`config.mk`:
```
export PLATFORM = sky130hd
export DESIGN_NAME = lstm_step_sequencer
export DESIGN_NICKNAME = d
export VERILOG_FILES = /design/src/rtl/lstm_seq_pkg.sv /design/src/rtl/lstm_step_sequencer.sv
export SDC_FILE = /design/constraint.sdc
export NUM_CORES = 1
export LEC_CHECK = 0
export CORE_ASPECT_RATIO = 1.5
export CORE_UTILIZATION = 28
export DETAILED_ROUTE_END_ITERATION = 16
export SLEW_MARGIN = 20
export SYNTH_ARGS = -nofsm -noshare
export SYNTH_HDL_FRONTEND = slang
export SYNTH_SLANG_ARGS = --single-unit
```
`constraint.sdc`:
```
create_clock -name clk -period 2.9 [get_ports clk]
set_clock_uncertainty 0.15 [all_clocks]
set_input_delay 0.29 -clock clk [delete_from_list [all_inputs] [get_ports clk]]
set_output_delay 0.29 -clock clk [all_outputs]
set_load 0.005 [all_outputs]
```
`src/rtl/lstm_seq_pkg.sv`:
```
// Shared types and constants for the LSTM timestep sequencer.
// The state enum, default sizing and the per-timestep forward word count.
package lstm_seq_pkg;

  typedef enum logic [2:0] {
    IDLE     = 3'd0,
    FEED_X   = 3'd1,
    FEED_H   = 3'd2,
    WAIT_OUT = 3'd3,
    DRAIN    = 3'd4,
    WAIT_T   = 3'd5
  } lstm_seq_state_e;

  localparam int DEF_WEIGHT_WORDS = 32;
  localparam int DEF_BIAS_WORDS   = 32;
  localparam int DEF_OUT_WORDS    = 8;
  localparam int DEF_CHUNK_W      = 6;

  // Words forwarded to the core in one timestep: every chunk is weights plus
  // one data word, and the first x chunk also carries the bias block.
  function automatic int step_words(input int weight_words, input int bias_words,
                                    input logic first_step, input int x_chunks,
                                    input int h_chunks);
    int chunk_len;
    chunk_len  = weight_words + 1;
    step_words = bias_words + x_chunks * chunk_len + (first_step ? 0 : h_chunks * chunk_len);
  endfunction

endpackage

```
`src/rtl/lstm_step_sequencer.sv`:
```
// Streams one LSTM timestep's host words into the core in chunk order, then
// drains the core's h_t words back to the host.
//
// state    | meaning
// IDLE     | waiting for start_i
// FEED_X   | forwarding x chunks (first one carries the bias block)
// FEED_H   | forwarding recurrent h chunks (skipped on timestep 0)
// WAIT_OUT | all words sent, waiting for core output
// DRAIN    | passing OUT_WORDS core output words to the host
// WAIT_T   | waiting for the core's timestep-complete flag
module lstm_step_sequencer
  import lstm_seq_pkg::*;
#(
  parameter int WEIGHT_WORDS = DEF_WEIGHT_WORDS,
  parameter int BIAS_WORDS   = DEF_BIAS_WORDS,
  parameter int OUT_WORDS    = DEF_OUT_WORDS,
  parameter int CHUNK_W      = DEF_CHUNK_W
) (
  input  logic               clk,
  input  logic               rst,
  input  logic               start_i,
  input  logic               first_step_i,
  input  logic [CHUNK_W-1:0] x_chunks_i,
  input  logic [CHUNK_W-1:0] h_chunks_i,
  input  logic               abort_i,
  output logic               busy_o,
  output logic               done_o,
  output logic               err_o,
  input  logic               in_valid_i,
  output logic               in_ready_o,
  input  logic [31:0]        in_data_i,
  output logic               core_r_valid_o,
  output logic [31:0]        core_data_o,
  output logic               core_is_last_o,
  input  logic               core_r_data_i,
  input  logic               core_w_valid_i,
  input  logic [31:0]        core_out_data_i,
  output logic               core_out_pop_o,
  input  logic               core_t_valid_i,
  output logic               out_valid_o,
  input  logic               out_ready_i,
  output logic [31:0]        out_data_o
);

  localparam int WCW = $clog2(WEIGHT_WORDS + BIAS_WORDS + 1);
  localparam int OCW = $clog2(OUT_WORDS + 1);
  localparam logic [WCW-1:0]     WORD_MAX  = WCW'(WEIGHT_WORDS + BIAS_WORDS);
  localparam logic [WCW-1:0]     CHUNK_END = WCW'(WEIGHT_WORDS);
  localparam logic [OCW-1:0]     OUT_END   = OCW'(OUT_WORDS - 1);
  localparam logic [CHUNK_W-1:0] CHUNK_MAX = '1;
  localparam logic [CHUNK_W-1:0] CHUNK_ONE = CHUNK_W'(1);

  lstm_seq_state_e    state_q, state_d;
  logic [WCW-1:0]     word_cnt_q, word_cnt_d;
  logic [CHUNK_W-1:0] chunk_cnt_q, chunk_cnt_d;
  logic [OCW-1:0]     out_cnt_q, out_cnt_d;
  logic               first_step_q, first_step_d;
  logic [CHUNK_W-1:0] x_chunks_q, x_chunks_d;
  logic [CHUNK_W-1:0] h_chunks_q, h_chunks_d;
  logic               is_last_q, is_last_d;
  logic               r_valid_q, r_valid_d;
  logic [31:0]        core_data_q, core_data_d;
  logic               done_q, done_d;
  logic               err_q, err_d;
  logic               busy_q, busy_d;

  logic           feeding, accept, chunk_done, last_x, last_h, final_chunk;
  logic [WCW-1:0] chunk_end_idx;

  always_ff @(posedge clk or negedge rst) begin
    if (!rst) begin
      state_q      <= IDLE;
      word_cnt_q   <= '0;
      chunk_cnt_q  <= '0;
      out_cnt_q    <= '0;
      first_step_q <= 1'b0;
      x_chunks_q   <= '0;
      h_chunks_q   <= '0;
      is_last_q    <= 1'b0;
      r_valid_q    <= 1'b0;
      core_data_q  <= '0;
      done_q       <= 1'b0;
      err_q        <= 1'b0;
      busy_q       <= 1'b0;
    end else begin
      state_q      <= state_d;
      word_cnt_q   <= word_cnt_d;
      chunk_cnt_q  <= chunk_cnt_d;
      out_cnt_q    <= out_cnt_d;
      first_step_q <= first_step_d;
      x_chunks_q   <= x_chunks_d;
      h_chunks_q   <= h_chunks_d;
      is_last_q    <= is_last_d;
      r_valid_q    <= r_valid_d;
      core_data_q  <= core_data_d;
      done_q       <= done_d;
      err_q        <= err_d;
      busy_q       <= busy_d;
    end
  end

  always_comb begin
    state_d      = state_q;
    word_cnt_d   = word_cnt_q;
    chunk_cnt_d  = chunk_cnt_q;
    out_cnt_d    = out_cnt_q;
    first_step_d = first_step_q;
    x_chunks_d   = x_chunks_q;
    h_chunks_d   = h_chunks_q;
    is_last_d    = is_last_q;
    r_valid_d    = 1'b0;
    core_data_d  = core_data_q;
    done_d       = 1'b0;
    err_d        = 1'b0;

    // Abort blocks handshakes in its own cycle so no word is half-consumed.
    feeding        = (state_q == FEED_X) || (state_q == FEED_H);
    in_ready_o     = feeding && core_r_data_i && !abort_i;
    accept         = in_ready_o && in_valid_i;
    out_valid_o    = (state_q == DRAIN) && core_w_valid_i;
    core_out_pop_o = out_valid_o && out_ready_i && !abort_i;
    out_data_o     = (state_q == DRAIN) ? core_out_data_i : '0;

    chunk_end_idx = (state_q == FEED_X && chunk_cnt_q == '0) ? WORD_MAX : CHUNK_END;
    chunk_done    = accept && (word_cnt_q == chunk_end_idx);
    last_x        = chunk_cnt_q == (x_chunks_q - CHUNK_ONE);
    last_h        = chunk_cnt_q == (h_chunks_q - CHUNK_ONE);
    final_chunk   = ((state_q == FEED_H) && last_h) ||
                    ((state_q == FEED_X) && first_step_q && last_x);

    if (accept) begin
      r_valid_d   = 1'b1;
      core_data_d = in_data_i;
      if (final_chunk && word_cnt_q == '0) is_last_d = 1'b1;
      if (chunk_done) begin
        word_cnt_d  = '0;
        chunk_cnt_d = (chunk_cnt_q == CHUNK_MAX) ? chunk_cnt_q : chunk_cnt_q + CHUNK_ONE;
      end else if (word_cnt_q != WORD_MAX) begin
        word_cnt_d = word_cnt_q + WCW'(1);
      end
    end

    case (state_q)
      IDLE: begin
        if (start_i) begin
          if (x_chunks_i == '0 || (!first_step_i && h_chunks_i == '0)) begin
            err_d = 1'b1;
          end else begin
            first_step_d = first_step_i;
            x_chunks_d   = x_chunks_i;
            h_chunks_d   = h_chunks_i;
            word_cnt_d   = '0;
            chunk_cnt_d  = '0;
            out_cnt_d    = '0;
            is_last_d    = 1'b0;
            state_d      = FEED_X;
          end
        end
      end
      FEED_X: begin
        if (chunk_done && last_x) begin
          chunk_cnt_d = '0;
          state_d     = first_step_q ? WAIT_OUT : FEED_H;
        end
      end
      FEED_H: begin
        if (chunk_done && last_h) begin
          chunk_cnt_d = '0;
          state_d     = WAIT_OUT;
        end
      end
      WAIT_OUT: if (core_w_valid_i) state_d = DRAIN;
      DRAIN: begin
        if (core_out_pop_o) begin
          if (out_cnt_q == OUT_END) begin
            out_cnt_d = '0;
            state_d   = WAIT_T;
          end else begin
            out_cnt_d = out_cnt_q + OCW'(1);
          end
        end
      end
      WAIT_T: begin
        if (core_t_valid_i) begin
          done_d    = 1'b1;
          is_last_d = 1'b0;
          state_d   = IDLE;
        end
      end
      default: state_d = IDLE;
    endcase

    if (start_i && state_q != IDLE) err_d = 1'b1;

    if (abort_i) begin
      state_d     = IDLE;
      word_cnt_d  = '0;
      chunk_cnt_d = '0;
      out_cnt_d   = '0;
      is_last_d   = 1'b0;
      done_d      = 1'b0;
      err_d       = 1'b0;
    end

    busy_d = (state_d != IDLE);
  end

  assign busy_o         = busy_q;
  assign done_o         = done_q;
  assign err_o          = err_q;
  assign core_r_valid_o = r_valid_q;
  assign core_data_o    = core_data_q;
  assign core_is_last_o = is_last_q;

endmodule

```
# After elaboration in Yosys (flattened, before gate mapping)
# Index checks and enable logic that the tools add are counted.
dict set report word_totals {
  regBits 70
  in_bits 86
  output_inout_bits 72
  wordCells 115
}
dict set report classes {
  addsub 5
  n_eq_ne 14
  n_mux 51
  n_bitwise 1
  reduce_logical 31
}
# cell n
set op_table {}
lappend op_table {{two-way mux 7 bit} 8}
lappend op_table {{two-way mux 6 bit} 8}
lappend op_table {{two-way mux 32 bit} 1}
lappend op_table {{two-way mux 3 bit} 9}
lappend op_table {{two-way mux 4 bit} 5}
lappend op_table {{logical NOT 6 bit} 3}
lappend op_table {{case mux 3 bit (6 select lines)} 1}
lappend op_table {{case mux 6 bit (3 select lines)} 1}
lappend op_table {{logical AND 1 bit} 16}
lappend op_table {{two-way mux 1 bit} 16}
lappend op_table {{== test 6 bit} 2}
lappend op_table {{subtractor 6 x 1 -> 6 bit (second input constant)} 2}
lappend op_table {{inequality test 3 bit (second input constant)} 3}
lappend op_table {{nonzero test 3 bit} 3}
lappend op_table {{case mux 4 bit (2 select lines)} 1}
lappend op_table {{adder 7 x 1 -> 7 bit (second input constant)} 1}
lappend op_table {{== test 7 bit} 1}
lappend op_table {{logical NOT 7 bit} 1}
lappend op_table {{inequality test 7 bit (second input constant)} 1}
lappend op_table {{adder 6 x 1 -> 6 bit (second input constant)} 1}
lappend op_table {{== test 3 x 2 -> 1 bit (second input constant)} 2}
lappend op_table {{== test 3 bit (second input constant)} 2}
lappend op_table {{== test 6 bit (second input constant)} 1}
lappend op_table {{adder 4 x 1 -> 4 bit (second input constant)} 1}
lappend op_table {{other kinds (9)} 12}

# Longest topological paths before layout
# Gate-level depths: netlist (run 1).
dict set report depth {
  ltp_word 12
  mapped_depth 10
  depth_no_buf 9
}

# Worst setup path before layout (run 1)
# Ideal clock, no wire load.
dict set report synth_path {
  path_type {reg2reg}
  from {register x_chunks_q[0]}
  to {register chunk_cnt_q[4]}
  setup_ns 0.122
  arrival_ns 2.157
  t_required_ns 2.628
  slack_ns 0.471
  path_stages_with_launch 8
  n_path_buf 0
  period_less_slack_ns 2.429
  path_cell_list {dfrtp_1 -> or4_1 -> or3_4 -> a2111oi_4 -> nand3_2 -> o21ai_1 -> a221o_2 -> nor3_1}
}
dict set report synth_via {
  elab_chain_cells 6
}
# element line
set synth_lines {}
lappend synth_lines {{start, declared} lstm_step_sequencer.sv:58} ;# logic [CHUNK_W-1:0] x_chunks_q, x_chunks_d;
lappend synth_lines {{start signal, assigned} lstm_step_sequencer.sv:91} ;# x_chunks_q <= x_chunks_d;
lappend synth_lines {{subtractor 6 x 1 -> 6 bit} lstm_step_sequencer.sv:126} ;# last_x = chunk_cnt_q == (x_chunks_q - CHUNK_ONE);
lappend synth_lines {{== test 6 bit} lstm_step_sequencer.sv:126}
lappend synth_lines {{logical AND 1 bit} lstm_step_sequencer.sv:161} ;# if (chunk_done && last_x) begin
lappend synth_lines {{two-way mux 6 bit} lstm_step_sequencer.sv:161}
lappend synth_lines {{case mux 6 bit (3 select lines)} lstm_step_sequencer.sv:143} ;# case (state_q)
lappend synth_lines {{two-way mux 6 bit} lstm_step_sequencer.sv:195} ;# if (abort_i) begin
lappend synth_lines {{named net chunk_cnt_d[4]} lstm_step_sequencer.sv:55} ;# logic [CHUNK_W-1:0] chunk_cnt_q, chunk_cnt_d;
lappend synth_lines {{end signal, assigned} lstm_step_sequencer.sv:88} ;# chunk_cnt_q <= chunk_cnt_d;
lappend synth_lines {{end, declared} lstm_step_sequencer.sv:55}
# The timed path passes the listed nets, and every way through them passes these cells.
# A chain may end at the register's enable or synchronous reset.

# Worst setup path after layout (run 1)
dict set report layout_path {
  from {register state_q[1]}
  to {output port out_data_o[8]}
}
dict set report layout_via {
  elab_chain_cells 2
}
# element line
set layout_lines {}
lappend layout_lines {{start, declared} lstm_step_sequencer.sv:53} ;# lstm_seq_state_e state_q, state_d;
lappend layout_lines {{start signal, assigned} lstm_step_sequencer.sv:86} ;# state_q <= state_d;
lappend layout_lines {{== test 3 bit} lstm_step_sequencer.sv:122} ;# out_data_o = (state_q == DRAIN) ? core_out_data_i : '0;
lappend layout_lines {{two-way mux 32 bit} lstm_step_sequencer.sv:122}
lappend layout_lines {{end, declared} lstm_step_sequencer.sv:42} ;# output logic [31:0] out_data_o
# Every way passes these cells.

==> reports/qor.txt, run 1 <==
crit path kind - register to output pin
FF-to-FF path depth - 7
first-pass GRT wire length - 17800 um
Layout area overhead - 57.2%
Worst path top cell family by delay - buffers and inverters
Clk network pwr share - 0.364
vias per cell - 4.68
initial drt markers - 146
critical path cell sequence - nand2b_1, nor2_1, buf_4, and2_1, clkdlybuf4s50_1
CTS tree - done
#FFs+latches synth - 70
Routed WL - 11200 um
Max Root-Sink Buffers - 2
Synth top area share - 0.472
switching part of the total - 0.264
worst r2r dst - chunk_cnt_q[4]$_DFF_PN0_
pwr/cell area - 568 mW/mm^2
largest cells by area after synthesis - dfrtp_1, nand2_1, and2_1
wire per inst - 15.1 um
Comb pwr share - 0.247
vias in the first global route - 3491
Buf/Inv on CP - 2
Synth Flop Type - dfrtp_1
slowest stage delay, CP - 0.53 ns
flop2flop setup slack - 0.30 ns
Mapped Area - 0.00371 mm^2
Slew headroom - 0.458
Slew Limit Fails - 0
port bufs - 157
Tmin final - 2.70 ns
Final Hold Viols - 0
layout cells sized above 1 - 0.0651
hold path startpoint - core_data_o[8]$_DFFE_PN0N_
Period Utilization, post-route - 0.932
Worst EP required - 2.46 ns
clk sinks - 70
Vias - 3477
most frequent cells in the layout - clkdlybuf4s50_1, nand2_1, dfrtp_1
yosys warns - 0
Chip Height - 143 um
total power - 3.31 mW
Worst Hold End - core_data_o[8]$_DFFE_PN0N_
register area share after synthesis - 0.472
Yosys cell types - 52
largest net degree at the start of global routing - 39
Synth Instances - 418
Syn Nets - 511
class of the worst hold path - register to register
reg2reg start - x_chunks_q[0]$_DFFE_PN0P_
CP endpoint kind - output pin
clk slew on worst S/H paths - 0.06 ns
placed instance area - 0.00550 mm^2
final setup margin - 0.196 ns
die area - 0.0137 mm^2
RD Place Congestion - 0.833
P_leak - 2.57 nW
# IOs - 158
status - completed
Worst VDD drop - 0.000313 V
dpl ws - 0.305 ns
part of the power in registers - 0.389
antenna violations before repair - 0
RSZ-0062 raised after global routing - false
final setup fails - 0
EDFF count, synth - 0
quantity of gates resized following cts - 0
syn avg cell area - 8.89 um^2
Slew @ Worst Pin - 0.812 ns
worst skew pair latency - 0.33 ns
register area - 0.00175 mm^2
final instance area - 0.00584 mm^2
CTS HTree Levels - 3
remaining antenna violation count - 0
switching pwr - 875 uW
number of fillers in the final layout - 1252
Final nets - 672
most common cell after layout, fill and taps aside - clkdlybuf4s50_1
global route overflow - 0
FFs w/ async S/R, synth - 1.00
final setup TNS - 0 ns
top cell type by total area after synthesis - dfrtp_1
Rows - 51
residual DRC count - 0
worst hold stages - 2
worst path arrival time - 2.26 ns
Root Driver - clkbuf_16
fmax - 370 MHz
initial core utilization - 0.287
DP HPWL - 8740 um
Max-cap violations - 0
cts bufs inserted - 9
CP max stage cell - clkdlybuf4s50_1
Pint - 2.44 mW
Inserted Diodes - 0
Die Width - 96.0 um
Multi-input gate area - 0.00184 mm^2
GRT Total Usage - 0.171
drt first pass iters - 4
Core Region - 0.0130 mm^2
CP max FO - 36
CP startpoint kind - register
-- metrics by stage --
step / utilization / hold WS (ns) / instances
2_1_floorplan: - / -0.156 / 418
3_3_place_gp: 0.425 / 0.271 / 726
3_5_place_dp: 0.425 / 0.282 / 726
4_1_cts: 0.451 / 0.325 / 743
5_1_grt: 0.451 / 0.339 / 743
6_report: 0.451 / 0.323 / 743
-- power by group through the flow --
| stage | logic, mW | clock network [mW] | registers [mW] |
|---|---|---|---|
| 6_report | 0.820 | 1.21 | 1.29 |
| 3_5_place_dp | 0.828 | 0 | 1.30 |
| 3_3_place_gp | 0.808 | 0 | 1.30 |
| 2_1_floorplan | 0.317 | 0 | 1.29 |
| 5_1_grt | 0.901 | 1.28 | 1.31 |
| 4_1_cts | 0.833 | 1.23 | 1.29 |
-- synth_stat cells, types with 2 or more instances --
cell        n
nor2_1     28
xor2_1      8
mux2_1     12
a21oi_1     8
nand2b_1    3
nor2b_1     3
inv_1       9
mux2i_1     3
buf_1       4
o22ai_1     2
o21ai_0     6
xnor2_1    13
nand2_1   118
nand4_1     5
nor3_1      9
dfrtp_1    70
nand3_1     9
a221oi_1    2
nor4_1      5
o2111a_1    2
and4b_1     2
and3_1      4
clkbuf_1   15
inv_2       2
a31oi_1     5
and2_1     33
o21ai_1     7
ha_1        7
-- kinds of logic (layout without fill, tap and decap cells) --
| group | count (synthesis) | count (layout) | share of synthesized area |
|---|---|---|---|
| AOI/OAI and AO/OA | 42 | 42 | 0.0812 |
| xor gates and xnor gates | 21 | 21 | 0.0495 |
| adders and majority gates | 7 | 7 | 0.0236 |
| buffers and inverters | 32 | 198 | 0.0333 |
| DFF | 70 | 70 | 0.472 |
| muxes | 16 | 16 | 0.0475 |
| and+or+nand+nor | 230 | 230 | 0.293 |
-- how the worst max path moves through the flow --
stage	slack [ns]	startpoint	endpoint	depth (start not counted)
global route	0.06	state_q[2]$_DFF_PN0_	out_data_o[8]	5
floorplan	0.47	x_chunks_q[0]$_DFFE_PN0P_	chunk_cnt_q[4]$_DFF_PN0_	7
detailed placement	0.30	x_chunks_i[3]	state_q[0]$_DFF_PN0_	7
global placement	0.36	x_chunks_q[0]$_DFFE_PN0P_	chunk_cnt_q[4]$_DFF_PN0_	7
CTS	0.18	state_q[1]$_DFF_PN0_	out_data_o[8]	5
finish	0.20	state_q[1]$_DFF_PN0_	out_data_o[8]	5
-- final cells by class --
cell class	count	area share
Sequential cell	70	0.300
Clock buffer	11	0.0416
Timing Repair Buffer	170	0.288
Tap cell	159	0.0341
Clock inverter	5	0.0139
Inverter	12	0.00772
Multi-Input combinational cell	316	0.315
-- sequential cells by signal (all words and copies together), names as in the netlist --
| name | cells |
|---|---|
| busy_o | 1 |
| out_cnt_q | 4 |
| x_chunks_q | 6 |
| state_q | 3 |
| done_o | 1 |
| err_o | 1 |
| chunk_cnt_q | 6 |
| first_step_q | 1 |
| core_r_valid_o | 1 |
| word_cnt_q | 7 |
| core_is_last_o | 1 |
| h_chunks_q | 6 |
| core_data_o | 32 |
-- layer usage --
layer	global-route usage	wire length, um	vias up
met1	0.188	4420	1684
met2	0.313	6240	59
li1	-	-	1716
met5	0	0	-
met4	0.0597	238	0
met3	0.0383	349	18
-- worst register-to-register path: cells and delay by family (launching register included) --
kind	cells	cell delay, ns
compound gates	3	0.76
flops	1	0.43
simple gates	4	1.15
-- what timing repair did --
item,CTS,global route
hold endpoints to repair,32,0
hold buffers,1,0
buffers inserted,0,0
No activity file was read; power rests on OpenSTA's default activity.
==> run 2: changes to the inputs <==
CELL_PAD_IN_SITES_DETAIL_PLACEMENT = 1   (was not set)
CELL_PAD_IN_SITES_GLOBAL_PLACEMENT = 1   (was not set)
CORE_MARGIN = 1.5   (was not set)
PLACE_DENSITY_LB_ADDON = 0.1   (was not set)
SLEW_MARGIN = not set   (was 20)
==> run 2 against run 1 <==
  * Total power shrank 2.3%
  * Critical path depth stayed put
  * Highest routed layer unchanged
  * Global-route usage grew 0.51 points
  * Worst hold slack barely moved
  * Setup slack better by 0.0027 ns
  * Via count up 2.9%
  * Clock power decreased by 7%
  * Critical path type unchanged
  * Critical endpoint is now out_data_o[12]
  * Sequential share of layout area is essentially flat
  * Count of clock-buffer cells in the layout rose by 2
  * Register-to-register slack worse by 0.03 ns
  * Maximum frequency hardly changed
  * Largest power group unchanged
==> reports/qor.txt, run 2 (synthesis gave the netlist of run 1 again) <==
status - completed (unchanged)
Final Hold Viols - 0 (unchanged)
RD Place Congestion - 0.743 (was 0.833)
Worst EP required - 2.46 ns (about the same)
CTS HTree Levels - 3 (unchanged)
initial drt markers - 104 (was 146)
fmax - 370 MHz (about the same)
P_leak - 2.56 nW (was 2.57 nW)
Routed WL - 11800 um (was 11200 um)
cts bufs inserted - 9 (unchanged)
Final nets - 673 (was 672)
DP HPWL - 8950 um (was 8740 um)
CP max FO - 33 (was 36)
Clk network pwr share - 0.347 (was 0.364)
Rows - 51 (unchanged)
Min Hold Slack - 0.323 ns (about the same)
pwr/cell area - 555 mW/mm^2 (was 568 mW/mm^2)
Die Width - 97.0 um (was 96.0 um)
worst skew pair latency - 0.33 ns (about the same)
crit path kind - register to output pin (unchanged)
CP startpoint kind - register (unchanged)
Tmin final - 2.70 ns (about the same)
Period Utilization, post-route - 0.932 (about the same)
final setup fails - 0 (unchanged)
M1 GR Usage - 0.182 (was 0.188)
drt first pass iters - 4 (unchanged)
max reg flops - 32 (unchanged)
Worst Hold End - core_data_o[17]$_DFFE_PN0N_ (was core_data_o[8]$_DFFE_PN0N_)
remaining antenna violation count - 0 (unchanged)
final setup TNS - 0 ns (unchanged)
part of the power in registers - 0.398 (was 0.389)
CTS tree - done (unchanged)
Chip Height - 144 um (was 143 um)
Pint - 2.37 mW (was 2.44 mW)
layout cells sized above 1 - 0.0684 (was 0.0651)
wire per inst - 15.9 um (was 15.1 um)
vias in the first global route - 3934 (was 3491)
Max Root-Sink Buffers - 2 (unchanged)
Comb pwr share - 0.255 (was 0.247)
Worst VDD drop - 0.000278 V (was 0.000313 V)
switching part of the total - 0.267 (was 0.264)
met2 usage - 0.334 (was 0.313)
port bufs - 157 (unchanged)
setup bufs post-CTS - 0 (unchanged)
# IOs - 158 (unchanged)
FF-to-FF path depth - 7 (unchanged)
Core Region - 0.0130 mm^2 (unchanged)
residual DRC count - 0 (unchanged)
Vias - 3579 (was 3477)
die area - 0.0140 mm^2 (was 0.0137 mm^2)
Layout area overhead - 57.1% (was 57.2%)
antenna violations before repair - 1 (was 0)
Slew Limit Fails - 0 (unchanged)
Root Driver - clkbuf_16 (unchanged)
Slew headroom - 0.496 (was 0.458)
GRT Max-Usage Layer - met2 (unchanged)
GRT Total Usage - 0.176 (was 0.171)
switching pwr - 865 uW (was 875 uW)
initial core utilization - 0.287 (unchanged)
worst path arrival time - 2.26 ns (about the same)
Max-cap violations - 0 (unchanged)
largest net degree at the start of global routing - 43 (was 39)
reg2reg start - x_chunks_q[0]$_DFFE_PN0P_ (unchanged)
met3 Use GR - 0.0459 (was 0.0383)
clk sinks - 70 (unchanged)
flop2flop setup slack - 0.27 ns (was 0.30 ns)
RSZ-0062 raised after global routing - false (unchanged)
most frequent cells in the layout - clkdlybuf4s50_1, nand2_1, dfrtp_1 (unchanged)
global route overflow - 0 (unchanged)
hold path startpoint - core_data_o[17]$_DFFE_PN0N_ (was core_data_o[8]$_DFFE_PN0N_)
Slew @ Worst Pin - 0.756 ns (was 0.812 ns)
clk slew on worst S/H paths - 0.06 ns (about the same)
most common cell after layout, fill and taps aside - clkdlybuf4s50_1 (unchanged)
vias per cell - 4.80 (was 4.68)
class of the worst hold path - register to register (unchanged)
worst hold stages - 2 (unchanged)
first-pass GRT wire length - 19600 um (was 17800 um)
worst r2r dst - chunk_cnt_q[4]$_DFF_PN0_ (unchanged)
CP endpoint kind - output pin (unchanged)
[run 2: changes by cell type in the layout (fill, tap and decap cells not counted), sizes merged]
cell / delta
clkbuf: +2
buf: +1
diode: +1
bufinv: -1
inv: -1
[run 2: worst max-delay path by stage]
stage	startpoint	end	cells after the start
CTS	state_q[1]$_DFF_PN0_	out_data_o[26]	5
detailed placement	x_chunks_i[3]	state_q[0]$_DFF_PN0_	7
global placement	x_chunks_i[3]	state_q[0]$_DFF_PN0_	7
global route	state_q[1]$_DFF_PN0_	out_data_o[12]	5
floorplan	x_chunks_q[0]$_DFFE_PN0P_	chunk_cnt_q[4]$_DFF_PN0_	7
finish	state_q[1]$_DFF_PN0_	out_data_o[12]	5
[run 2: layout make-up]
cell class	count	area, um^2
clock buffer	13	260
tap	159	199
timing repair buffer	171	1690
clock inverter	3	42.5
antenna	1	2.50
multi-input combinational	316	1840
inverter	12	45.0
sequential	70	1750
fill	1482	7120
[run 2: repair_timing]
| item | 4_1_cts | 5_1_grt |
|---|---|---|
| hold endpoints to repair | 28 | 0 |
| hold buffers | 1 | 0 |
| gates resized for setup | 0 | 3 |
| endpoints found under the setup margin | 0 | 34 |
[run 2: power by group through the flow]
| stage | sequential (mW) | combinational [mW] | clock (mW) |
|---|---|---|---|
| final | 1.29 | 0.825 | 1.12 |
| after CTS | 1.30 | 0.845 | 1.16 |
| after detailed placement | 1.31 | 0.835 | 0 |
| after global placement | 1.30 | 0.820 | 0 |
| after floorplan | 1.29 | 0.317 | 0 |
| after global routing | 1.32 | 0.918 | 1.19 |
[run 2: critical path: stages (launching register included)]
cell and delay, ns:
dfrtp_1 0.51, nand2b_1 0.27, nor2_2 0.23, buf_6 0.24, and2_1 0.15, clkdlybuf4s50_1 0.52
[run 2: per-stage QoR]
| stage | cells | worst slack (ns) | util | area, um^2 | power [mW] |
|---|---|---|---|---|---|
| after CTS | 744 | 0.0128 | 0.450 | 5820 | 3.30 |
| final | 745 | 0.199 | 0.450 | 5830 | 3.24 |
| after detailed placement | 727 | 0.278 | 0.425 | 5510 | 2.14 |
| after floorplan | 418 | 0.471 | - | 3710 | 1.61 |
| after global placement | 727 | 0.238 | 0.425 | 5510 | 2.12 |
| after global routing | 745 | 0.0178 | 0.450 | 5830 | 3.43 |
[run 2: layer usage]
metal	vias to the layer above	routed length, um
met5	-	0
met4	0	237
met3	15	602
met2	82	6490
met1	1769	4510
li1	1713	-
==> run 3: changes to the inputs <==
CTS_CLUSTER_SIZE = 28   (was not set)
==> results of run 3 <==
Same layout as run 2: the final DEF is identical, and so are final timing and power.
